--- src/rtl/seq_div16by8.sv ---
// Restoring shift-subtract divider: 2*DW-bit dividend / DW-bit divisor -> quotient, remainder.
// Latency: done pulses in the cycle after the 2*DW-th CALC edge; a divide by zero reports on the accepting edge.
// Backpressure: start is sampled only when busy=0 and is ignored while a division runs.
//
// Ports:
//   clk, rst_n       rising-edge clock, asynchronous active-low reset
//   start            request; dividend/divisor are captured on the accepting edge
//   busy             high while the iterative division is running
//   done             one-cycle pulse; quotient/remainder/div_zero updated with it
//   quotient         2*DW-bit registered result (all ones on divide by zero)
//   remainder        DW-bit registered result (zero on divide by zero)
//   div_zero         set when the last accepted request had divisor==0
module seq_div16by8 #(
    parameter int DW = 8
) (
    input  logic              clk,
    input  logic              rst_n,
    input  logic              start,
    input  logic [2*DW-1:0]   dividend,
    input  logic [DW-1:0]     divisor,
    output logic              busy,
    output logic              done,
    output logic [2*DW-1:0]   quotient,
    output logic [DW-1:0]     remainder,
    output logic              div_zero
);

    localparam int NW = 2 * DW;
    localparam int CW = $clog2(NW);

    typedef enum logic {
        IDLE = 1'b0,
        CALC = 1'b1
    } state_t;

    state_t           state;
    logic [NW-1:0]    n_reg;    // dividend shifting out, quotient bits shifting in
    logic [DW-1:0]    d_reg;
    logic [DW-1:0]    r_reg;    // partial remainder, always < divisor between steps
    logic [CW-1:0]    cnt;

    logic [DW:0]      r_shift;
    logic             r_ge;
    logic [DW-1:0]    r_next;
    logic [NW-1:0]    n_next;
    logic             last_step;

    // One restoring step. The shifted remainder needs DW+1 bits, but after a
    // successful subtract the result is below the divisor, so the difference
    // fits in DW bits and can be computed without the top bit.
    always_comb begin
        r_shift   = {r_reg, n_reg[NW-1]};
        r_ge      = (r_shift >= {1'b0, d_reg});
        r_next    = r_ge ? (r_shift[DW-1:0] - d_reg) : r_shift[DW-1:0];
        n_next    = {n_reg[NW-2:0], r_ge};
        last_step = (cnt == CW'(NW - 1));
    end

    always_ff @(posedge clk or negedge rst_n) begin
        if (!rst_n) begin
            state     <= IDLE;
            n_reg     <= '0;
            d_reg     <= '0;
            r_reg     <= '0;
            cnt       <= '0;
            busy      <= 1'b0;
            done      <= 1'b0;
            quotient  <= '0;
            remainder <= '0;
            div_zero  <= 1'b0;
        end else begin
            done <= 1'b0;
            case (state)
                IDLE: begin
                    if (start) begin
                        if (divisor == '0) begin
                            // Answer immediately without entering CALC.
                            quotient  <= '1;
                            remainder <= '0;
                            div_zero  <= 1'b1;
                            done      <= 1'b1;
                        end else begin
                            n_reg <= dividend;
                            d_reg <= divisor;
                            r_reg <= '0;
                            cnt   <= '0;
                            busy  <= 1'b1;
                            state <= CALC;
                        end
                    end
                end
                CALC: begin
                    n_reg <= n_next;
                    r_reg <= r_next;
                    cnt   <= cnt + 1'b1;
                    if (last_step) begin
                        quotient  <= n_next;
                        remainder <= r_next;
                        div_zero  <= 1'b0;
                        done      <= 1'b1;
                        busy      <= 1'b0;
                        state     <= IDLE;
                    end
                end
                default: state <= IDLE;
            endcase
        end
    end

endmodule

--- config.mk ---
export PLATFORM = sky130hd
export DESIGN_NAME = seq_div16by8
export DESIGN_NICKNAME = d
export VERILOG_FILES = /design/src/rtl/seq_div16by8.sv
export SDC_FILE = /design/constraint.sdc
export NUM_CORES = 1
export LEC_CHECK = 0
export CAP_MARGIN = 30
export CORE_MARGIN = 2
export CORE_UTILIZATION = 52
export DETAILED_ROUTE_END_ITERATION = 10
export PLACE_DENSITY = 0.75
export SKIP_LAST_GASP = 1
export SYNTH_ARGS = -nofsm -noshare
export SYNTH_HDL_FRONTEND = slang
export SYNTH_SLANG_ARGS = --single-unit
--- constraint.sdc ---
create_clock -name clk -period 3.2 [get_ports clk]
set_clock_uncertainty 0.2 [all_clocks]
set_input_delay 0.48 -clock clk [delete_from_list [all_inputs] [get_ports clk]]
set_output_delay 0.48 -clock clk [all_outputs]
set_load 0.01 [all_outputs]
Yosys cells after proc, flatten, opt, wreduce, memory -nomap -nowiden
Index checks and enable logic that the tools add are counted.
{"block": "classes", "addsub": 2, "n_lt_le_gt_ge": 1, "eq_ne": 5, "muxes": 33, "bitwise": 2, "reduce_logical": 5}
{"op": "16-bit two-way mux", "n": 5}
{"op": "16-bit case mux with 2 select lines", "n": 2}
{"op": "8-bit two-way mux", "n": 6}
{"op": "8-bit case mux with 2 select lines", "n": 2}
{"op": "1-bit two-way mux", "n": 11}
{"op": "9-bit by 8-bit >= comparator with 1-bit output", "n": 1}
{"op": "3-bit AND reduction", "n": 3}
{"op": "8-bit zero test", "n": 1}
{"op": "4-bit two-way mux", "n": 2}
{"op": "1-bit case mux with 2 select lines", "n": 4}
{"op": "4-bit case mux with 2 select lines", "n": 1}
{"op": "8-bit subtractor", "n": 1}
{"op": "2-bit inequality test, second input constant", "n": 3}
{"op": "4-bit by 1-bit adder with 4-bit output, second input constant", "n": 1}
{"op": "4-bit == test, second input constant", "n": 1}
{"op": "2-bit by 1-bit inequality test with 1-bit output, second input constant", "n": 1}
{"op": "1-bit NOT", "n": 2}
{"op": "2-bit AND reduction", "n": 1}
{"block": "totals", "register_bits": 64, "input_bits": 27, "output_inout_bits": 27, "word_cells": 58}

Logic depth before layout (Yosys ltp)
Gate-level depths: netlist of run 1.
{"block": "depth", "word_depth": 4, "mapped_depth": 9, "mapped_depth_nobuf": 9}

Least setup slack after synthesis of run 1
Ideal clock, no wire load.
{"block": "synth_timing", "kind": "flip-flop to flip-flop", "from": "reg r_reg[5]", "to": "reg remainder[3]", "setup_ps": 131, "t_arrival_ps": 1940, "t_required_ps": 2869, "path_slack_ps": 929, "path_stages_with_launch": 8, "n_path_buf": 1, "synth_period_minus_slack_ps": 2271, "path_cell_list": "dfrtp_1 -> ha_1 -> a21o_1 -> a211o_1 -> a41oi_4 -> buf_6 -> mux2i_1 -> o21ai_1"}
{"block": "synth_via", "elab_chain_cells": 4}
{"item": "start, declared", "line": "39", "text": "logic [DW-1:0] r_reg;"}
{"item": "start signal, assigned", "line": "94", "text": "r_reg <= r_next;"}
{"item": "9-bit by 8-bit >= comparator with 1-bit output", "line": "53", "text": "r_ge = (r_shift >= {1'b0, d_reg});"}
{"item": "8-bit two-way mux", "line": "54", "text": "r_next = r_ge ? (r_shift[DW-1:0] - d_reg) : r_shift[DW-1:0];"}
{"item": "8-bit two-way mux", "line": "96", "text": "if (last_step) begin"}
{"item": "8-bit case mux with 2 select lines", "line": "73", "text": "case (state)"}
{"item": "end signal, assigned", "line": "98", "text": "remainder <= r_next;"}
{"item": "end, declared", "line": "24", "text": "output logic [DW-1:0] remainder,"}
Every way passes these cells. The select of a mux whose other input is x is not followed.
A chain may end at the register's enable or synchronous reset.

Worst setup path after layout of run 1
{"block": "layout_timing", "from": "reg r_reg[5]", "to": "reg r_reg[1]"}
{"block": "layout_via", "elab_chain_cells": 3}
{"item": "9-bit by 8-bit >= comparator with 1-bit output", "line": "53"}
{"item": "8-bit two-way mux", "line": "54"}
{"item": "8-bit case mux with 2 select lines", "line": "73"}
Every way passes these cells.

==> results of run 1 <==
## cell families (layout without fill, tap and decap cells)
| kind of cell | after synthesis | in the layout | synth area share |
|---|---|---|---|
| compound gates | 82 | 82 | 0.189 |
| fa+ha+maj | 10 | 10 | 0.0440 |
| buf+inv | 26 | 93 | 0.0407 |
| simple gates | 63 | 63 | 0.106 |
| xor+xnor | 4 | 4 | 0.0116 |
| mux | 22 | 22 | 0.0760 |
| flops | 64 | 64 | 0.532 |
## cell type report
class                   count  share of cell area
multi-input cells         181               0.338
well taps                  72              0.0236
clock buffers              10              0.0360
flip-flops and latches     64               0.419
clock inverters             6             0.00916
repair buffers             63               0.161
inverters                  14              0.0137
## placed cells by master, fill, tap and decap left out, types with 2 or more instances in the layout
cell              n
nand3_2           2
dfrtp_1          64
nor3_1            2
inv_1            13
or4_1             2
a32oi_1           4
mux2i_1          18
nor4_2            2
mux2_2            3
o21a_1            2
a21oi_1           3
nand2_1          39
nand3b_1          2
xor2_1            2
buf_4             8
a21oi_2           3
clkbuf_8         10
o21ai_1           4
clkinv_2          4
a21o_1            7
nand4_1           2
nor2_1            4
ha_1              9
xnor2_1           2
and3_2            2
clkdlybuf4s50_1  52
clkinvlp_4        2
o21ai_0          33
o22a_1           15
## power groups by stage
stage | Sequential (mW) | Clock (mW) | Combinational [mW]
final | 1.52 | 0.618 | 2.17
after global routing | 1.57 | 0.659 | 2.41
after CTS | 1.52 | 0.624 | 2.18
after detailed placement | 1.52 | 0 | 2.17
after global placement | 1.51 | 0 | 2.12
after floorplan | 1.53 | 0 | 1.45
## per-stage QoR
step / std cells / area [um2] / util / power, mW / hold slack [ns]
finish: 410 / 3820 / 0.690 / 4.31 / 0.277
global placement: 392 / 3620 / 0.654 / 3.63 / 0.258
CTS: 410 / 3820 / 0.690 / 4.32 / 0.282
floorplan: 271 / 3010 / - / 2.98 / -0.0156
global route: 410 / 3820 / 0.690 / 4.65 / 0.306
detailed placement: 393 / 3640 / 0.657 / 3.69 / 0.266
## critical path, cell delays in order, from the launching register on
cell and delay (ns):
dfrtp_1 0.43, ha_1 0.38, a21o_1 0.18, a211o_1 0.32, a41oi_4 0.48, mux2_2 0.41, o21ai_0 0.16
## layer usage
layer	vias up	global-route usage	share of wire	wire length (um)
met1	1108	0.336	0.48	3260
li1	1101	-	-	-
met3	8	0.0472	0.045	306
met2	54	0.346	0.46	3090
met5	-	0	0	0
met4	0	0.0932	0.016	110
## worst paths after layout
path,startpoint,to,slack (ns)
worst min register to register,busy$_DFFE_PN0P_,busy$_DFFE_PN0P_,0.28
worst min-delay path,busy$_DFFE_PN0P_,busy$_DFFE_PN0P_,0.28
max in group asynchronous,rst_n,quotient[1]$_DFFE_PN0P_,1.58
min in group asynchronous,rst_n,r_reg[5]$_DFFE_PN0P_,0.46
worst max-delay path,r_reg[5]$_DFFE_PN0P_,r_reg[1]$_DFFE_PN0P_,0.55
worst max register to register,r_reg[5]$_DFFE_PN0P_,r_reg[1]$_DFFE_PN0P_,0.55
==> summary.md, run 1 <==
| Metric | Value |
|---|---|
| Fillers | `470` |
| Tmin final | `2.65 ns` |
| Top-count cell post-synth | `dfrtp_1` |
| Post-synth top area share | `0.532` |
| Core area | `0.00554 mm2` |
| Final Hold Fails | `0` |
| Cell variety after synth | `49` |
| Worst Hold Class | `flop to flop` |
| Post-Place Setup Slack | `0.524 ns` |
| Vias in the first global route | `2,385` |
| Die W | `80.1 um` |
| Worst Reg-to-Reg Cells | `6` |
| DRC violations left | `0` |
| Clk network pwr share | `0.143` |
| Switching share of total power | `0.392` |
| Syn avg cell area | `11.1 um2` |
| Setup ws final | `0.548 ns` |
| Critical Path Sink Type | `flop` |
| Final WL | `6760 um` |
| P_leak | `1.73 nW` |
| Reg clk slew, reported paths | `0.07 ns` |
| Register area | `0.00160 mm2` |
| CTS resizes | `0` |
| Switch Pwr | `1.69 mW` |
| Worst setup SP type | `flop` |
| #FFs+latches synth | `64` |
| Die height | `80.1 um` |
| Synth area leaders | `dfrtp_1 53%, mux2i_1 6.0%, o21ai_0 5.5%` |
| Total number of vias | `2,271` |
| Area of the multi-input gates | `0.00129 mm2` |
| Outcome | `completed` |
| Peak fanout along the critical path | `17` |
| Area leader, netlist | `dfrtp_1` |
| Post-CTS setup buffer count | `0` |
| Largest net degree at the start of global routing | `29` |
| Most used flip-flop cell after synthesis | `dfrtp_1` |
| Initial DRC Count | `115` |
| Wire per inst | `16.5 um` |
| Ys Warns | `0` |
| Gr ovfl total | `0` |
| Num CTS Buffers | `9` |
| Initial Utilization | `0.544` |
| Sequential Power Share | `0.352` |
| Synth top cells by count | `64 x dfrtp_1, 39 x nand2_1, 33 x o21ai_0` |
| Setup Viol. Count Final | `0` |
| Critical path class | `flop to flop` |
| Layout area overhead | `27.0%` |
| Sequential element share of the synthesized area | `0.532` |
| Global-route wire length before repair | `11,400 um` |
| Initial antenna violation count | `0` |
| PD cells | `1130 mW/mm2` |
| IO Port Bufs | `53` |
| Post-CTS Hold Buffers | `1` |
| Arrival time at the worst endpoint | `2.70 ns` |
| Final Slew Violations | `0` |
| Internal power | `2.62 mW` |
| Die area | `0.00642 mm2` |
| Hold path depth | `1` |
| First-pass DRT Iterations | `4` |
| Slew @ Worst Pin | `0.571 ns` |
| Clock sink count | `64` |
| Tcrit/Tclk final | `0.829` |
| Row count | `27` |
| Clock latency on the worst-skew pair | `0.33 ns` |
| Via density | `5.54` |
| Max-slew headroom | `0.618` |
| MaxCap Viol Count | `0` |
| CTS tree | `done` |
| CTS H-tree depth | `3` |
| Max VDD drop | `0.000532 V` |
| Final GP Congestion | `0.855` |
| Max frequency | `0.377 GHz` |
| RSZ-0062 raised after global routing | `no` |
| Layout cells sized above 1 | `0.133` |
| Final HPWL DP | `4720 um` |
| CTS root buffer | `clkbuf_8` |
| Syn Nets | `308` |
| Combinational power share | `0.504` |
| ANT cells | `0` |
| Post-synth EDFFs | `0` |
| Remaining antenna violation count | `0` |
| Synth async-reset ratio | `1.00` |
| Synthesized area | `0.00301 mm2` |
| Post-Syn Instances | `271` |
| # nets final | `370` |
| I/O pin count | `54` |
| Overall Global Routing Usage | `0.233` |
| Buffer depth of the longest clock path | `2` |
| Worst path required time | `3.25 ns` |
| Setup TNS | `0 ns` |
Power figures use the tool's default switching activity.
==> run 2, diff against run 1 <==
CORE_UTILIZATION = 47   (was 52)
PLACE_DENSITY = 0.71   (was 0.75)
clock period = 2.2 ns   (was 3.2 ns; I/O delays follow)
==> run 2 against run 1 <==
The flow now finishes with violations (negative setup slack); critical path depth is 2 higher; final cell count is 12% higher; largest power group unchanged; combinational power is 110% higher; worst setup slack worse by 0.67 ns; sequential cell count stayed put; first-iteration DRC count is 6.1% lower; fmax is 14% higher.
==> summary.md, run 2 (synthesized netlist as in run 1, its figures left out) <==
| Metric | Value |
|---|---|
| Outcome | `complete, but fails checks` |
| Failing checks | `negative setup slack` |
| DRC violations left | `0 (unchanged)` |
| Core area | `0.00628 mm2 (+13%)` |
| Tmin final | `2.32 ns (-0.328 ns)` |
| # nets final | `414 (+12%)` |
| Largest net degree at the start of global routing | `35 (+21%)` |
| Die area | `0.00706 mm2 (+10%)` |
| Arrival time at the worst endpoint | `2.41 ns (-0.29 ns)` |
| Die W | `84.1 um (+4.9%)` |
| Final HPWL DP | `5000 um (+6.0%)` |
| Layout area overhead | `45.6%` |
| Most frequent cells in the layout | `64 x dfrtp_1, 52 x clkdlybuf4s50_1, 46 x buf_4` |
| I/O pin count | `54 (unchanged)` |
| Total power | `7.97 mW (+85%)` |
| Total number of vias | `2,481 (+9.2%)` |
| MaxCap Viol Count | `0 (unchanged)` |
| CTS root buffer | `clkbuf_8` |
| Row count | `29 (+7.4%)` |
| Worst Hold Class | `flop to flop` |
| IO Port Bufs | `53 (unchanged)` |
| Num CTS Buffers | `9 (unchanged)` |
| Layout cells sized above 1 | `0.275 (+0.142)` |
| Max frequency | `0.430 GHz (+14%)` |
| Final Core Density | `0.699 (+0.00847)` |
| ANT cells | `0 (unchanged)` |
| First-pass DRT Iterations | `4 (unchanged)` |
| CTS H-tree depth | `3 (unchanged)` |
| Peak fanout along the critical path | `5 (-12)` |
| Final WL | `7360 um (+8.9%)` |
| Setup TNS | `-1.01 ns (-1.01 ns)` |
| Reg clk slew, reported paths | `0.08 ns (about the same)` |
| Cell area after layout | `0.00439 mm2 (+15%)` |
| PD cells | `1820 mW/mm2 (+61%)` |
| Initial DRC Count | `108 (-6.1%)` |
| Vias in the first global route | `2,546 (+6.8%)` |
| Clock latency on the worst-skew pair | `0.34 ns (about the same)` |
| Setup Viol. Count Final | `16 (+16)` |
| Final Slew Violations | `0 (unchanged)` |
| Commonest non-fill, non-tap cell in the layout | `dfrtp_1` |
| Slew @ Worst Pin | `0.767 ns (+0.196 ns)` |
| Max-slew headroom | `0.489 (-0.129)` |
| Critical Path Sink Type | `flop` |
| Max VDD drop | `0.000920 V (+73%)` |
| Placement Cell Area | `0.00391 mm2 (+7.3%)` |
| Global-route wire length before repair | `12,000 um (+5.6%)` |
| Overall Global Routing Usage | `0.217 (-0.0162)` |
| Fillers | `489 (+4.0%)` |
| Gr ovfl total | `0 (unchanged)` |
| Worst setup SP type | `flop` |
| CTS tree | `done` |
| Hold slack final | `0.278 ns (+0.000901 ns)` |
| Buffer depth of the longest clock path | `2 (unchanged)` |
| Critical path class | `flop to flop` |
| Wire per inst | `16.0 um (-2.7%)` |
| P_leak | `1.98 nW (+14%)` |
| Tcrit/Tclk final | `1.06 (+0.228)` |
| Initial antenna violation count | `0 (unchanged)` |
| Die height | `84.1 um (+4.9%)` |
| Clock sink count | `64 (unchanged)` |
| Setup ws final | `-0.124 ns (-0.672 ns)` |
| Final GP Congestion | `0.850 (-0.50%)` |
| Via density | `5.41 (-2.4%)` |
| Final Hold Fails | `0 (unchanged)` |
| RSZ-0062 raised after global routing | `yes` |
| Initial Utilization | `0.480 (-0.0638)` |
| Remaining antenna violation count | `0 (unchanged)` |
| Worst path required time | `2.29 ns (-0.96 ns)` |
run 2: cell types whose count changed in the layout (fill, tap and decap cells not counted), sizes merged:
cell / change
bufinv: +2
clkinv: -3
inv: +1
a41oi: +1
buf: +43
run 2: metal layers:
metal	wire length, um	global-route usage	vias up
met3	332	0.0584	14
met4	131	0.0850	0
li1	-	-	1193
met5	0	0	-
met1	3310	0.269	1218
met2	3590	0.359	56
run 2: path summary, 6_finish.rpt:
kind                                 startpoint                        to  slack (ns)  depth (start not counted)
min in group asynchronous                 rst_n      d_reg[7]$_DFFE_PN0P_        0.40                          2
min reg2reg                    busy$_DFFE_PN0P_          busy$_DFFE_PN0P_        0.28                          1
max                        r_reg[2]$_DFFE_PN0P_  remainder[7]$_DFFE_PN0P_       -0.12                          8
min                            busy$_DFFE_PN0P_          busy$_DFFE_PN0P_        0.28                          1
max reg2reg                r_reg[2]$_DFFE_PN0P_  remainder[7]$_DFFE_PN0P_       -0.12                          8
max in group asynchronous                 rst_n      div_zero$_DFFE_PN0P_        0.78                          3
run 2: cell type report:
type	instances	area, um2	area share
well taps	77	96.3	0.0220
repair buffers	106	957	0.218
flip-flops and latches	64	1600	0.365
multi-input cells	182	1460	0.332
clock inverters	6	92.6	0.0211
inverters	14	52.6	0.0120
clock buffers	10	128	0.0291
run 2: power by group:
group / total [mW] / internal [mW] / switching [mW]
combinational: 4.63 / 2.51 / 2.13
clock: 1.14 / 0.644 / 0.491
sequential: 2.21 / 1.79 / 0.415
run 2: worst max-delay path: stages (launching register included):
cell and delay (ns):
dfrtp_1 0.43, ha_4 0.29, and3_4 0.22, nand3_4 0.09, nand3_4 0.11, a41oi_4 0.16
buf_6 0.18, or4_1 0.50, nand2_1 0.08
run 2: repair_timing:
item                                    4_1_cts  5_1_grt
resized for setup                             7       29
hold buffers                                  1        0
pin swaps                                     2       10
hold endpoints to repair                     30        0
cloned                                        1        0
endpoints found under the setup margin       16       18
buffers inserted                              3        7
run 2: per-stage QoR:
stage	instances	setup slack, ns
2_1_floorplan	271	0.0177
3_3_place_gp	431	-0.178
3_5_place_dp	431	-0.199
4_1_cts	452	-0.186
5_1_grt	459	-0.193
6_report	459	-0.124
